===== src/rtl/fwd_pkg.sv =====
// Shared types and forwarding-select helper for the forwarding/hazard unit.
package fwd_pkg;

  typedef logic [2:0] fwd_sel_t;

  localparam fwd_sel_t FWD_RF    = 3'b001;
  localparam fwd_sel_t FWD_EXMEM = 3'b010;
  localparam fwd_sel_t FWD_MEMWB = 3'b100;

  // Register indices are zero-extended to this width so one helper serves any REG_AW.
  localparam int FWD_IDX_W = 16;
  typedef logic [FWD_IDX_W-1:0] fwd_idx_t;

  function automatic fwd_sel_t fwd_select(
    input fwd_idx_t src,
    input fwd_idx_t exmem_rd,
    input logic     exmem_we,
    input fwd_idx_t memwb_rd,
    input logic     memwb_we,
    input logic     hz
  );
    fwd_sel_t sel;
    logic     src_zero;
    src_zero = hz && (src == '0);
    sel      = FWD_RF;
    if (exmem_we && (exmem_rd == src) && !src_zero) begin
      sel = FWD_EXMEM;
    end else if (memwb_we && (memwb_rd == src) && !src_zero) begin
      sel = FWD_MEMWB;
    end
    return sel;
  endfunction

endpackage


===== src/rtl/fwd_hazard_unit_load_scoreboard.sv =====
// Per-register load countdown scoreboard; reports whether either ID source is still
// waiting on an in-flight load.
module load_scoreboard
  import fwd_pkg::*;
#(
  parameter int NUM_REGS       = 32,
  parameter int REG_AW         = $clog2(NUM_REGS),
  parameter int LOAD_LAT       = 1,
  parameter int HARDWIRED_ZERO = 1
) (
  input  logic              clk,
  input  logic              rst,
  input  logic              issue,
  input  logic [REG_AW-1:0] id_rd,
  input  logic              id_reg_write,
  input  logic              id_is_load,
  input  logic [REG_AW-1:0] id_rs,
  input  logic [REG_AW-1:0] id_rt,
  output logic              busy_rs,
  output logic              busy_rt
);

  localparam int CW    = $clog2(LOAD_LAT + 1);
  localparam int IDX_N = 1 << REG_AW;
  localparam logic [CW-1:0] LAT_V = CW'(LOAD_LAT);

  logic [CW-1:0]       cnt [NUM_REGS];
  logic [NUM_REGS-1:0] hit;
  logic [IDX_N-1:0]    nz;

  always_comb begin
    hit = '0;
    nz  = '0;
    for (int r = 0; r < NUM_REGS; r++) begin
      hit[r] = issue && id_reg_write && (id_rd == REG_AW'(r)) &&
               !((HARDWIRED_ZERO != 0) && (r == 0));
      nz[r]  = (cnt[r] != '0);
    end
  end

  // An issuing writer overrides the countdown: loads arm it, ALU writes clear it.
  always_ff @(posedge clk or posedge rst) begin
    if (rst) begin
      for (int r = 0; r < NUM_REGS; r++) cnt[r] <= '0;
    end else begin
      for (int r = 0; r < NUM_REGS; r++) begin
        if (hit[r]) begin
          cnt[r] <= id_is_load ? LAT_V : '0;
        end else if (cnt[r] != '0) begin
          cnt[r] <= cnt[r] - 1'b1;
        end
      end
    end
  end

  assign busy_rs = nz[id_rs] && !((HARDWIRED_ZERO != 0) && (id_rs == '0));
  assign busy_rt = nz[id_rt] && !((HARDWIRED_ZERO != 0) && (id_rt == '0));

endmodule


===== src/rtl/fwd_hazard_unit.sv =====
// EX-stage operand forwarding and load-use stall generation.
// Optional performance counters (stall_cnt, fwd_cnt) enabled by FWD_HAZARD_PERF_EN.
module fwd_hazard_unit
  import fwd_pkg::*;
#(
  parameter int NUM_REGS       = 32,
  parameter int REG_AW         = $clog2(NUM_REGS),
  parameter int LOAD_LAT       = 1,
  parameter int HARDWIRED_ZERO = 1
) (
  input  logic              clk,
  input  logic              rst,
  input  logic              id_valid,
  input  logic [REG_AW-1:0] id_rs,
  input  logic [REG_AW-1:0] id_rt,
  input  logic              id_use_rs,
  input  logic              id_use_rt,
  input  logic [REG_AW-1:0] id_rd,
  input  logic              id_reg_write,
  input  logic              id_is_load,
  input  logic [REG_AW-1:0] ex_rs,
  input  logic [REG_AW-1:0] ex_rt,
  input  logic [REG_AW-1:0] exmem_rd,
  input  logic              exmem_reg_write,
  input  logic [REG_AW-1:0] memwb_rd,
  input  logic              memwb_reg_write,
  output logic [2:0]        fwd_a,
  output logic [2:0]        fwd_b,
  output logic              stall
`ifdef FWD_HAZARD_PERF_EN
  ,
  output logic [31:0]       stall_cnt,
  output logic [31:0]       fwd_cnt
`endif
);

  localparam logic HZ = (HARDWIRED_ZERO != 0);

  logic busy_rs;
  logic busy_rt;
  logic issue;

  assign stall = id_valid && ((id_use_rs && busy_rs) || (id_use_rt && busy_rt));
  assign issue = id_valid && !stall;

  load_scoreboard #(
    .NUM_REGS      (NUM_REGS),
    .REG_AW        (REG_AW),
    .LOAD_LAT      (LOAD_LAT),
    .HARDWIRED_ZERO(HARDWIRED_ZERO)
  ) u_sb (
    .clk         (clk),
    .rst         (rst),
    .issue       (issue),
    .id_rd       (id_rd),
    .id_reg_write(id_reg_write),
    .id_is_load  (id_is_load),
    .id_rs       (id_rs),
    .id_rt       (id_rt),
    .busy_rs     (busy_rs),
    .busy_rt     (busy_rt)
  );

  assign fwd_a = fwd_select(FWD_IDX_W'(ex_rs), FWD_IDX_W'(exmem_rd), exmem_reg_write,
                            FWD_IDX_W'(memwb_rd), memwb_reg_write, HZ);
  assign fwd_b = fwd_select(FWD_IDX_W'(ex_rt), FWD_IDX_W'(exmem_rd), exmem_reg_write,
                            FWD_IDX_W'(memwb_rd), memwb_reg_write, HZ);

`ifdef FWD_HAZARD_PERF_EN
  // Saturating event counters; they hold at all-ones rather than wrap.
  always_ff @(posedge clk or posedge rst) begin
    if (rst) begin
      stall_cnt <= '0;
      fwd_cnt   <= '0;
    end else begin
      if (stall && (stall_cnt != '1)) stall_cnt <= stall_cnt + 32'd1;
      if (((fwd_a != FWD_RF) || (fwd_b != FWD_RF)) && (fwd_cnt != '1)) fwd_cnt <= fwd_cnt + 32'd1;
    end
  end
`endif

endmodule


===== config.mk =====
export PLATFORM = sky130hd
export DESIGN_NAME = fwd_hazard_unit
export DESIGN_NICKNAME = d
export VERILOG_FILES = /design/src/rtl/fwd_pkg.sv /design/src/rtl/fwd_hazard_unit_load_scoreboard.sv /design/src/rtl/fwd_hazard_unit.sv
export SDC_FILE = /design/constraint.sdc
export NUM_CORES = 1
export LEC_CHECK = 0
export ABC_AREA = 0
export CORE_MARGIN = 1.5
export CORE_UTILIZATION = 53
export DETAILED_ROUTE_END_ITERATION = 10
export HOLD_SLACK_MARGIN = 0.02
export PLACE_DENSITY = 0.85
export RECOVER_POWER = 100
export SKIP_CTS_REPAIR_TIMING = 1
export SLEW_MARGIN = 20
export SYNTH_ARGS = -nofsm -noshare
export SYNTH_HDL_FRONTEND = slang
export SYNTH_SLANG_ARGS = --single-unit

===== constraint.sdc =====
create_clock -name clk -period 2.6 [get_ports clk]
set_input_delay 0.26 -clock clk [delete_from_list [all_inputs] [get_ports clk]]
set_output_delay 0.26 -clock clk [all_outputs]
set_load 0.02 [all_outputs]

* Word level (Yosys, flattened, before mapping)
Index checks and enable logic that the tools add are counted.
** Storage, ports and cells
- Bits in registers :: 32
- Input port bits :: 44
- Output and inout bits :: 7
- Word-level logic and storage cells :: 229
** Cells by class
- Add/subtract/negate cells :: 32
- Magnitude comparators :: 2
- Equal/unequal tests :: 35
- Multiplexer cells :: 72
- Reduce and logical (&&, ||, !) cells :: 56
** Operators with widths (number)
- $eq A5 B5 Y1 const B :: 16
- $mux W1 :: 66
- $logic_and A1 B1 Y1 :: 46
- $eq A5 B4 Y1 const B :: 8
- $sub A1 B1 Y1 const B :: 32
- $eq A5 B3 Y1 const B :: 4
- $eq A5 B5 Y1 :: 4
- $logic_not A5 Y1 :: 4
- $lt A5 B6 Y1 const B :: 2
- $mux W3 :: 4
- $bmux W1 S5 :: 2
- $eq A5 B2 Y1 const B :: 2
- $eq A5 B1 Y1 const B :: 1
- $logic_not A1 Y1 :: 5
- $logic_or A1 B1 Y1 :: 1

* Logic depth before layout (Yosys ltp)
Gate-level depths: netlist (run 1).
- Depth after elaboration :: 11
- Gate-level depth with buffers :: 8
- Depth with buffers taken out :: 5

* By module
A second synthesis (run 1) with hierarchy kept.
** Unflattened totals
- Cells, all modules :: 200
- Area total of the unflattened synthesis :: 1950.6 µm²
** By module, submodules not included
- load_scoreboard :: instances 1, cells each 161, area an instance 1645.3 µm², seq. area each 775.7 µm²
- fwd_hazard_unit :: instances 1, cells each 39, area an instance 305.3 µm², seq. area each 0.0 µm²

* Worst setup path after synthesis (run 1)
No wires, ideal clock.
- Kind :: input port to output port
- Start point :: input id_rs[0]
- End point :: output stall
- Data arrival time :: 1.780 ns
- Data required time :: 2.340 ns
- Slack :: 0.560 ns
- Stages :: 7
- Buffers on the path :: 2
- Cell sequence :: buf_6 mux4_2 mux2_2 nand4_1 nand4_2 buf_6 o21a_1
** On the way
- Cells in the longest elaborated chain, start to end :: 6
- Elaborated cells between the ends (all ways) :: 8
- Those cells by class :: mux (2); reduce/logical (6)
** Ends and longest elaborated chain
- from (decl) :: RTL line fwd_hazard_unit.sv:14 : input logic [REG_AW-1:0] id_rs,
- $bmux W1 S5 / $logic_not A5 Y1 (equally long branches) :: RTL line fwd_hazard_unit_load_scoreboard.sv:56 : assign busy_rs = nz[id_rs] && !((HARDWIRED_ZERO != 0) && (id_rs == '0));
- $mux W1 (implied by the code) / $logic_not A1 Y1 (equally long branches) :: RTL line fwd_hazard_unit_load_scoreboard.sv:56
- $logic_and A1 B1 Y1 (*) :: RTL line fwd_hazard_unit_load_scoreboard.sv:56
- $logic_and A1 B1 Y1 (*) :: RTL line fwd_hazard_unit.sv:43 : assign stall = id_valid && ((id_use_rs && busy_rs) || (id_use_rt && busy_rt));
- $logic_or A1 B1 Y1 (*) :: RTL line fwd_hazard_unit.sv:43
- $logic_and A1 B1 Y1 (*) :: RTL line fwd_hazard_unit.sv:43
- to (decl) :: RTL line fwd_hazard_unit.sv:29 : output logic stall
Mark *: on every way between the ends. The rest lies on a longest branch, timed or not. The select of a mux whose other input is x is not followed.

* Final worst setup path (run 1)
- Start point :: input ex_rt[2]
- End point :: output fwd_b[2]
** On the way
- Cells in the longest elaborated chain, start to end :: 5
- Elaborated cells between the ends (all ways) :: 10
- Those cells by class :: eq/ne (2); mux (2); reduce/logical (6)
** Ends and longest elaborated chain
- from (decl) :: RTL line fwd_hazard_unit.sv:22 : input logic [REG_AW-1:0] ex_rt,
- $eq A5 B5 Y1 / $logic_not A5 Y1 (equally long branches) :: RTL line fwd_pkg.sv:28, fwd_pkg.sv:24
- $logic_and A1 B1 Y1 / $logic_not A1 Y1 (equally long branches) :: RTL line fwd_pkg.sv:28, fwd_pkg.sv:26
- $logic_and A1 B1 Y1 :: RTL line fwd_pkg.sv:28 : end else if (memwb_we && (memwb_rd == src) && !src_zero) begin
- $mux W3 :: RTL line fwd_pkg.sv:28
- $mux W3 (*) :: RTL line fwd_pkg.sv:26 : if (exmem_we && (exmem_rd == src) && !src_zero) begin
- to (decl) :: RTL line fwd_hazard_unit.sv:28 : output logic [2:0] fwd_b,
Mark *: on every way between the ends. The rest lies on a longest branch, timed or not.

==> flow_summary.yaml, run 1 <==
power:
  switching_share_pct: 25.7
  internal-power_mw: 0.787
  clock_power_share_pct: 32.1
  switching_power_mw: 0.272
  p_comb_share_pct: 22.2
  ir_drop_mv: 0.326
  p_per_area_nw_per_um2: 388
  totalPowerFinal_mw: 1.06
  seqPwrFrac_pct: 45.8
  power.leakage_nw: 1.12
timing:
  worst_hold_slack_ns: 0.707
  max_freq_mhz: 394
  min_period_ns: 2.54
  setup_viol: 0
  clock_skew_ns: 0.00286
  worst_pin_slew_ns: 1.50
  drv_slew: 0
  slew_headroom_pct: 0.0831
  finalWorstSetupSlack_ns: 0.0631
  period_share_pct: 97.6
  hold_viol_final: 0
worst_setup_path:
  cp-start-kind: "input port"
  path_class: "input port to output port"
  crit_chain: "clkdlybuf4s50_1, or4_1, nor2_1, nor4_2, nor2b_1, clkdlybuf4s50_1"
  cp-end-kind: "output port"
  path_max_fanout: 3
  slowest_stage: "clkdlybuf4s50_1"
  worst_path_most_repeated_cell: "clkdlybuf4s50_1"
  reg2reg_depth: 6
  cp.arrival_ns: 2.28
  critPathRequiredTime_ns: 2.34
  max_stage_delay_ns: 0.62
  worst-r2r-setup-slack_ns: 0.38
logic_synthesis:
  avgSynthCellArea_um2: 9.63
  yosysTopAreaCell: "dfrtp_1"
  synth-seq-cells: 31
  synthTopCellsByArea: "dfrtp_1 (37%), mux2i_1 (8.1%), mux4_2 (6.5%), nor4_1 (5.7%), nand3_1 (5.3%)"
  ys_seq_area_share_pct: 37.1
  async_flop_share_pct: 100
  netlist_instances: 217
  synth_commonest_cells: "dfrtp_1 (31), nand3_1 (22), nor4_1 (19)"
  netlist_area_um2: 2090
  synth_flop_cell: "dfrtp_1"
  yosys.cell_count.top_type: "dfrtp_1"
  syn_nets: 261
  synth_cell_types: 36
  synth_edf_count: 0
  yosysTopAreaCellShare_pct: 37.1
  yosys_warnings: 0
layout:
  regMostFlops: "u_sb.cnt"
  largest_reg_flops: 31
  n_antenna_cell: 0
  areaGrowthSynthToFinish_pct: 30.5
  fill_cells: 262
  largest_registers: "u_sb.cnt (31)"
  drive_above_1_share_pct: 9.56
  layout.nets: 315
clock_tree:
  cts_tree: "built"
  cts-root-buf: "clkbuf_8"
  clock_latency_ns: 0.28
  numCtsBuffers: 5
  cts_sinks: 31
  cts.clk_slew.worst_paths_ns: 0.06
  cts_buffer_depth: 2
  htreeDepth: 2
hold_path:
  min_path_type: "input port to register"
  holdPathStages: 3
job:
  max_cap_violations: 1
drt:
  drt_iter0_markers: 104
  antenna_left: 0
  totalWireLength_mm: 5.16
  remaining_drc_errors: 0
  vias: 1960
  avgRoutedWirePerCell_um: 16.1
  vias_per_cell: 6.13
  drtPass1Iterations: 4
grt:
  grt-ovfl-total: 0
  antenna_found_initial: 0
  grt_pass1_vias: 1871
  grt_max_degree: 32
  grt_pass1_wl_mm: 8.46
  gr-usage-all-layers_pct: 25.9
run_status:
  violations: "capacitance limit"
  status: "finished with violations"
floorplanning:
  io_pins: 51
  die-area_um2: 4330
  rows: 22
  die_height_um: 65.8
  die_w_um: 65.8
  start_util_pct: 56.2
  core_um2: 3720
place:
  dp_hpwl_mm: 4.13
  post-place-ws_ns: -0.270
  gp_congestion: 0.814
  portBuffers: 50
[kinds of logic after synthesis]
kind of cell              count (synthesis)  share of synthesized area, %
and+or+nand+nor                         107                          28.6
DFF                                      31                          37.1
muxes                                    25                          15.7
xor gates and xnor gates                 20                          8.38
buffers and inverters                    18                          4.67
AOI/OAI and AO/OA                        16                          5.57
[placed cells by master, fill, tap and decap left out, types with 2 or more instances in the layout]
master,count
xnor2_1,12
buf_4,11
mux2_2,2
a21oi_1,3
clkbuf_1,4
or4_1,3
nand4_1,9
clkbuf_8,5
dlygate4sd3_1,3
dfrtp_1,31
xor2_1,8
and2_1,2
nand3_1,22
nor2_1,7
clkdlybuf4s50_1,45
nand2_1,11
inv_1,3
nor2b_1,11
mux2i_1,17
mux4_2,6
a311oi_1,2
nand2b_1,2
o211ai_1,2
a211oi_1,3
nor4_1,18
nor3_1,15
a22oi_1,3
[stage by stage]
step	TNS, ns	cell area, µm²	utilization [%]	cells
after floorplan	0	2090	-	217
after global placement	-0.325	2650	71.4	312
after detailed placement	-0.451	2650	71.4	312
after CTS	-0.287	2740	73.6	320
after global routing	-0.0936	2730	73.4	320
final	0	2730	73.4	320
[power by group through the flow]
stage / combinational, mW / sequential, mW / clock (mW)
3_5_place_dp: 0.234 / 0.494 / 0
4_1_cts: 0.235 / 0.485 / 0.344
5_1_grt: 0.254 / 0.485 / 0.369
3_3_place_gp: 0.230 / 0.493 / 0
2_1_floorplan: 0.118 / 0.493 / 0
6_report: 0.235 / 0.485 / 0.340
[per-layer routing]
layer / up-vias / global-route usage, % / routed length [µm]
li1: 930 / - / -
met1: 919 / 33.2 / 2250
met2: 103 / 44.8 / 2490
met3: 8 / 3.07 / 334
met4: 0 / 9.38 / 87
met5: - / 0 / 0
[critical path, delay by kind of cell]
kind / cells / cell delay (ns)
simple gates: 4 / 0.92
buf+inv: 2 / 1.09
[area by class of cell]
class	instances	area, µm²	share of cell area, %
multi-input combinational	168	1220	44.6
clock buffer	7	76.3	2.80
tap	48	60.1	2.20
clock inverter	1	5.00	0.183
sequential	31	776	28.4
inverter	3	11.3	0.413
timing repair buffer	62	583	21.4
[path summary, 6_finish.rpt]
| path | startpoint | to |
|---|---|---|
| max | ex_rt[2] | fwd_b[2] |
| min | id_rd[1] | u_sb.cnt[16]$_DFF_PP0_ |
| max reg2reg | u_sb.cnt[2]$_DFF_PP0_ | u_sb.cnt[16]$_DFF_PP0_ |
| min reg2reg | u_sb.cnt[14]$_DFF_PP0_ | u_sb.cnt[9]$_DFF_PP0_ |
| max in group asynchronous | rst | u_sb.cnt[3]$_DFF_PP0_ |
| min in group asynchronous | rst | u_sb.cnt[28]$_DFF_PP0_ |
(Power assumes the default switching activity.)
==> run 2: changes to the inputs <==
- GPL_TIMING_DRIVEN: unset -> 0
==> run 2 against run 1 <==
- the flow now finishes without violations
- die area unchanged
- design area rose by 4.2%
- highest routed layer unchanged
- combinational power is 5% higher
- clock power grew 43%
- cell count increased by 2.8%
- non-clock buffer count up 9
- total power rose by 15%
- largest cell class unchanged
- setup slack worse by 0.0027 ns
- via count shrank 1.7%
- register-to-register slack lost 0.04 ns
==> flow_summary.yaml, run 2 (same netlist as run 1, synthesis figures left out) <==
run_status:
  status: "complete, no violations"
drt:
  vias_per_cell: 5.86
  drt_iter0_markers: 105
  avgRoutedWirePerCell_um: 16.3
  vias: 1927
  remaining_drc_errors: 0
  totalWireLength_mm: 5.35
  antenna_left: 0
  drtPass1Iterations: 4
floorplanning:
  die_height_um: 65.8
  start_util_pct: 56.2
  die-area_um2: 4330
  core_um2: 3720
  rows: 22
  die_w_um: 65.8
  io_pins: 51
layout:
  multi_input_area_um2: 1220
  fill_cells: 263
  utilization_pct: 76.5
  layout_common_cells: "clkdlybuf4s50_1 (40), dfrtp_1 (31), nand3_1 (22), nor4_1 (19), mux2i_1 (17)"
  areaGrowthSynthToFinish_pct: 36.0
  regArea_um2: 776
  layout_commonest_cell: "clkdlybuf4s50_1"
  largest_reg_flops: 31
  largest_registers: "u_sb.cnt (31)"
  n_antenna_cell: 0
  regMostFlops: "u_sb.cnt"
  drive_above_1_share_pct: 12.5
  layout.nets: 324
place:
  dp_hpwl_mm: 4.12
  portBuffers: 47
  gp_congestion: 0.877
power:
  p_per_area_nw_per_um2: 428
  power.leakage_nw: 1.24
  ir_drop_mv: 0.332
clock_tree:
  numCtsBuffers: 5
  cts_tree: "built"
  htreeDepth: 2
  cts_buffer_depth: 2
  cts.clk_slew.worst_paths_ns: 0.07
  clock_latency_ns: 0.28
  cts-root-buf: "clkbuf_8"
  cts_sinks: 31
grt:
  grt-ovfl-total: 0
  gr-usage-all-layers_pct: 26.1
  grt_max_degree: 32
  antenna_found_initial: 0
  grt_pass1_wl_mm: 8.45
  grt_pass1_vias: 1818
hold_path:
  min_path_type: "input port to register"
timing:
  drv_slew: 0
  max_freq_mhz: 394
  min_period_ns: 2.54
  clock_skew_ns: 0.00327
  hold_viol_final: 0
  period_share_pct: 97.7
  slew_headroom_pct: 28.0
  worst_pin_slew_ns: 1.08
  setup_viol: 0
  setup_tns_ns: 0
worst_setup_path:
  cp-end-kind: "output port"
  path_class: "register to output port"
  cp.arrival_ns: 2.28
  worst-r2r-setup-slack_ns: 0.34
  cp-start-kind: "register"
  path_max_fanout: 10
  critPathRequiredTime_ns: 2.34
job:
  max_cap_violations: 0
## run 2: critical path, stage by stage, from the launching register on
cell,delay [ns]
dfrtp_1,0.41
mux4_2,0.47
mux2_2,0.27
nand4_1,0.13
nand4_4,0.15
buf_6,0.18
o21a_1,0.18
dlymetal6s2s_1,0.20
## run 2: power breakdown
| part | leakage, nW | internal, mW | switching (mW) |
|---|---|---|---|
| logic | 0.750 | 0.125 | 0.121 |
| clock network | 0.0612 | 0.310 | 0.177 |
| registers | 0.433 | 0.484 | 0.000846 |
## run 2: layout make-up
type	instances	share of cell area [%]
Multi-Input combinational cell	168	43.1
Tap cell	48	2.11
Clock buffer	6	2.91
Inverter	3	0.396
Buffer	15	3.48
Timing Repair Buffer	56	19.5
Sequential cell	31	27.3
Clock inverter	2	1.23
## run 2: layer usage
metal / up-vias / part of all wire, % / global-route usage, %
met2: 85 / 50 / 45.3
met1: 896 / 44 / 33.9
met5: - / 0 / 0
met3: 6 / 5.8 / 4.09
met4: 0 / 0.80 / 6.77
li1: 940 / - / -
## run 2: worst paths after layout
kind / end / depth (start not counted) / start
worst min register to register: u_sb.cnt[0]$_DFF_PP0_ / 5 / u_sb.cnt[10]$_DFF_PP0_
worst min-delay path: u_sb.cnt[30]$_DFF_PP0_ / 5 / id_rs[0]
min in group asynchronous: u_sb.cnt[27]$_DFF_PP0_ / 2 / rst
max in group asynchronous: u_sb.cnt[15]$_DFF_PP0_ / 2 / rst
worst max register to register: u_sb.cnt[16]$_DFF_PP0_ / 7 / u_sb.cnt[26]$_DFF_PP0_
worst max-delay path: stall / 7 / u_sb.cnt[0]$_DFF_PP0_
## run 2: stage by stage
| step | std cells | cell area [µm²] | worst slack, ns | hold WS (ns) | total power [mW] |
|---|---|---|---|---|---|
| after floorplan | 217 | 2090 | 0.560 | 0.364 | 0.611 |
| after global placement | 312 | 2620 | -0.669 | 0.841 | 0.717 |
| after detailed placement | 312 | 2620 | -0.668 | 0.834 | 0.722 |
| after CTS | 320 | 2740 | -0.675 | 0.532 | 1.21 |
| after global routing | 329 | 2840 | -0.00610 | 0.694 | 1.26 |
| final | 329 | 2840 | 0.0604 | 0.655 | 1.22 |
==> run 3: changes to the inputs <==
- ABC_AREA: 0 -> 1
- CORE_UTILIZATION: 53 -> 55
==> run 3 against run 2 <==
- sequential share of layout area is 1.2 points lower
- first-iteration DRC count up 120%
- non-clock buffer count decreased by 12
- cell count is 44% higher
- die area rose by 9.8%
- synthesized cell count is 70% higher
- clock-buffer cell count up 1
- combinational power increased by 13%
- worst hold slack better by 0.037 ns
- largest cell class unchanged
==> flow_summary.yaml, run 3 <==
run_status:
  status: "complete, no violations"
layout:
  areaGrowthSynthToFinish_pct: 24.3
  utilization_pct: 72.7
  final_cell_area_um2: 2970
  drive_above_1_share_pct: 10.8
  regMostFlops: "u_sb.cnt"
  largest_reg_flops: 31
  largest_registers: "u_sb.cnt (31)"
  layout.nets: 467
  layout_commonest_cell: "nand2_1"
  n_antenna_cell: 0
  layout_common_cells: "nand2_1 (128), inv_1 (50), clkdlybuf4s50_1 (45), nand3_1 (42), nor2_1 (40)"
logic_synthesis:
  syn_nets: 412
  synth_commonest_cells: "nand2_1 (127), inv_1 (50), nand3_1 (41)"
  synth_edf_count: 0
  ys_seq_area_share_pct: 32.4
  synth_flop_cell: "dfrtp_1"
  avgSynthCellArea_um2: 6.50
  synthTopCellsByArea: "dfrtp_1 (32%), nand2_1 (20%), nand3_1 (8.6%), nor2_2 (8.4%), inv_1 (7.8%)"
  netlist_instances: 368
  yosysTopAreaCell: "dfrtp_1"
  synth_cell_types: 28
  yosys_warnings: 0
  yosys.cell_count.top_type: "nand2_1"
  yosysTopAreaCellShare_pct: 32.4
  async_flop_share_pct: 100
  netlist_area_um2: 2390
  synth-seq-cells: 31
worst_setup_path:
  path_class: "input port to output port"
  path_max_fanout: 3
  slowest_stage: "clkdlybuf4s50_1"
  worst_path_most_repeated_cell: "clkdlybuf4s50_1"
  critPathRequiredTime_ns: 2.34
  crit_chain: "clkdlybuf4s50_1, xor2_1, nor2_1, o2111ai_1, nor4_1, clkdlybuf4s50_1"
  cp-start-kind: "input port"
  cp-end-kind: "output port"
  cp.arrival_ns: 2.25
  max_stage_delay_ns: 0.72
floorplanning:
  die_w_um: 69.0
  io_pins: 51
  rows: 23
  die-area_um2: 4750
  start_util_pct: 58.5
  die_height_um: 69.0
  core_um2: 4090
grt:
  grt_pass1_wl_mm: 9.67
  gr-usage-all-layers_pct: 27.1
  antenna_found_initial: 0
  grt-ovfl-total: 0
  grt_pass1_vias: 2354
  grt_max_degree: 32
clock_tree:
  htreeDepth: 2
  cts_tree: "built"
  clock_latency_ns: 0.28
  cts_sinks: 31
  cts.clk_slew.worst_paths_ns: 0.06
  cts_buffer_depth: 2
  numCtsBuffers: 5
  cts-root-buf: "clkbuf_8"
power:
  ir_drop_mv: 0.351
  totalPowerFinal_mw: 1.11
  power.leakage_nw: 1.42
  p_per_area_nw_per_um2: 374
drt:
  totalWireLength_mm: 5.81
  remaining_drc_errors: 0
  vias_per_cell: 5.28
  drtPass1Iterations: 5
  antenna_left: 0
  vias: 2504
  drt_iter0_markers: 229
  avgRoutedWirePerCell_um: 12.3
timing:
  finalWorstSetupSlack_ns: 0.0894
  period_share_pct: 96.6
  setup_viol: 0
  worst_pin_slew_ns: 1.08
  slew_headroom_pct: 27.9
  drv_slew: 0
  min_period_ns: 2.51
  rsz0062_at_grt: "no"
  max_freq_mhz: 398
  clock_skew_ns: 0.00604
  setup_tns_ns: 0
  hold_viol_final: 0
place:
  post-place-ws_ns: -0.0741
  place_area_um2: 2940
  portBuffers: 48
  dp_hpwl_mm: 4.77
  gp_congestion: 0.917
hold_path:
  min_path_type: "input port to async pin"
job:
  max_cap_violations: 0
==> run 3: changes by cell type after synthesis, moves of 10 or more <==
cell / delta
nor2_2: +32
nand3_1: +19
nor2b_1: -10
nor3_1: -14
nand2_1: +116
nor2_1: +26
nor4_1: -15
mux2i_1: -17
inv_1: +47
==> run 3: worst paths after layout <==
kind                                              from                endpoint  slack (ns)  depth (start not counted)
max in group asynchronous                          rst  u_sb.cnt[23]$_DFF_PP0_        1.25                          2
worst max-delay path                          ex_rt[2]                fwd_b[1]        0.09                          6
worst max register to register  u_sb.cnt[10]$_DFF_PP0_  u_sb.cnt[13]$_DFF_PP0_        0.64                         14
worst min register to register  u_sb.cnt[25]$_DFF_PP0_  u_sb.cnt[30]$_DFF_PP0_        1.06                          7
min in group clk                            id_is_load  u_sb.cnt[29]$_DFF_PP0_        0.72                          5
worst min-delay path                               rst  u_sb.cnt[14]$_DFF_PP0_        0.69                          2
==> run 3: area by class of cell <==
cell class,count,area [µm²]
fillers,345,1110
clock inverters,1,5.00
plain buffers,11,83.8
inverters,53,204
clock buffers,7,76.3
well taps,50,62.6
flip-flops and latches,31,776
repair buffers,48,478
multi-input cells,273,1290
==> run 3: cell families (layout without fill, tap and decap cells) <==
kind of cell / after synthesis / in the layout / share of synthesized area, %
xor+xnor: 11 / 11 / 4.03
simple gates: 247 / 247 / 46.3
flops: 31 / 31 / 32.4
compound gates: 15 / 15 / 4.34
buf+inv: 64 / 120 / 12.9
==> run 3: power by group <==
| part | internal, mW | switching [mW] | total [mW] |
|---|---|---|---|
| Clock | 0.187 | 0.161 | 0.348 |
| Sequential | 0.484 | 0.000473 | 0.484 |
| Combinational | 0.123 | 0.155 | 0.278 |
==> run 3: metal layers <==
metal | share of wire, % | global-route usage (%) | up-vias | wire length [µm]
li1 | - | - | 1241 | -
met1 | 42 | 32.9 | 1128 | 2420
met2 | 49 | 47.0 | 118 | 2820
met3 | 7.2 | 3.41 | 17 | 419
met4 | 2.5 | 14.0 | 0 | 144
met5 | 0 | 0 | - | 0
==> run 3: per-stage QoR <==
step,instances,hold slack [ns]
finish,474,0.692
global route,474,0.764
CTS,474,0.580
detailed placement,466,0.883
global placement,466,0.866
floorplan,368,0.364
==> run 3: critical path: cells and delay by family <==
kind / cells / cell delay [ns]
AOI/OAI and AO/OA: 1 / 0.10
xor gates and xnor gates: 1 / 0.19
buffers and inverters: 2 / 1.20
and+or+nand+nor: 2 / 0.49
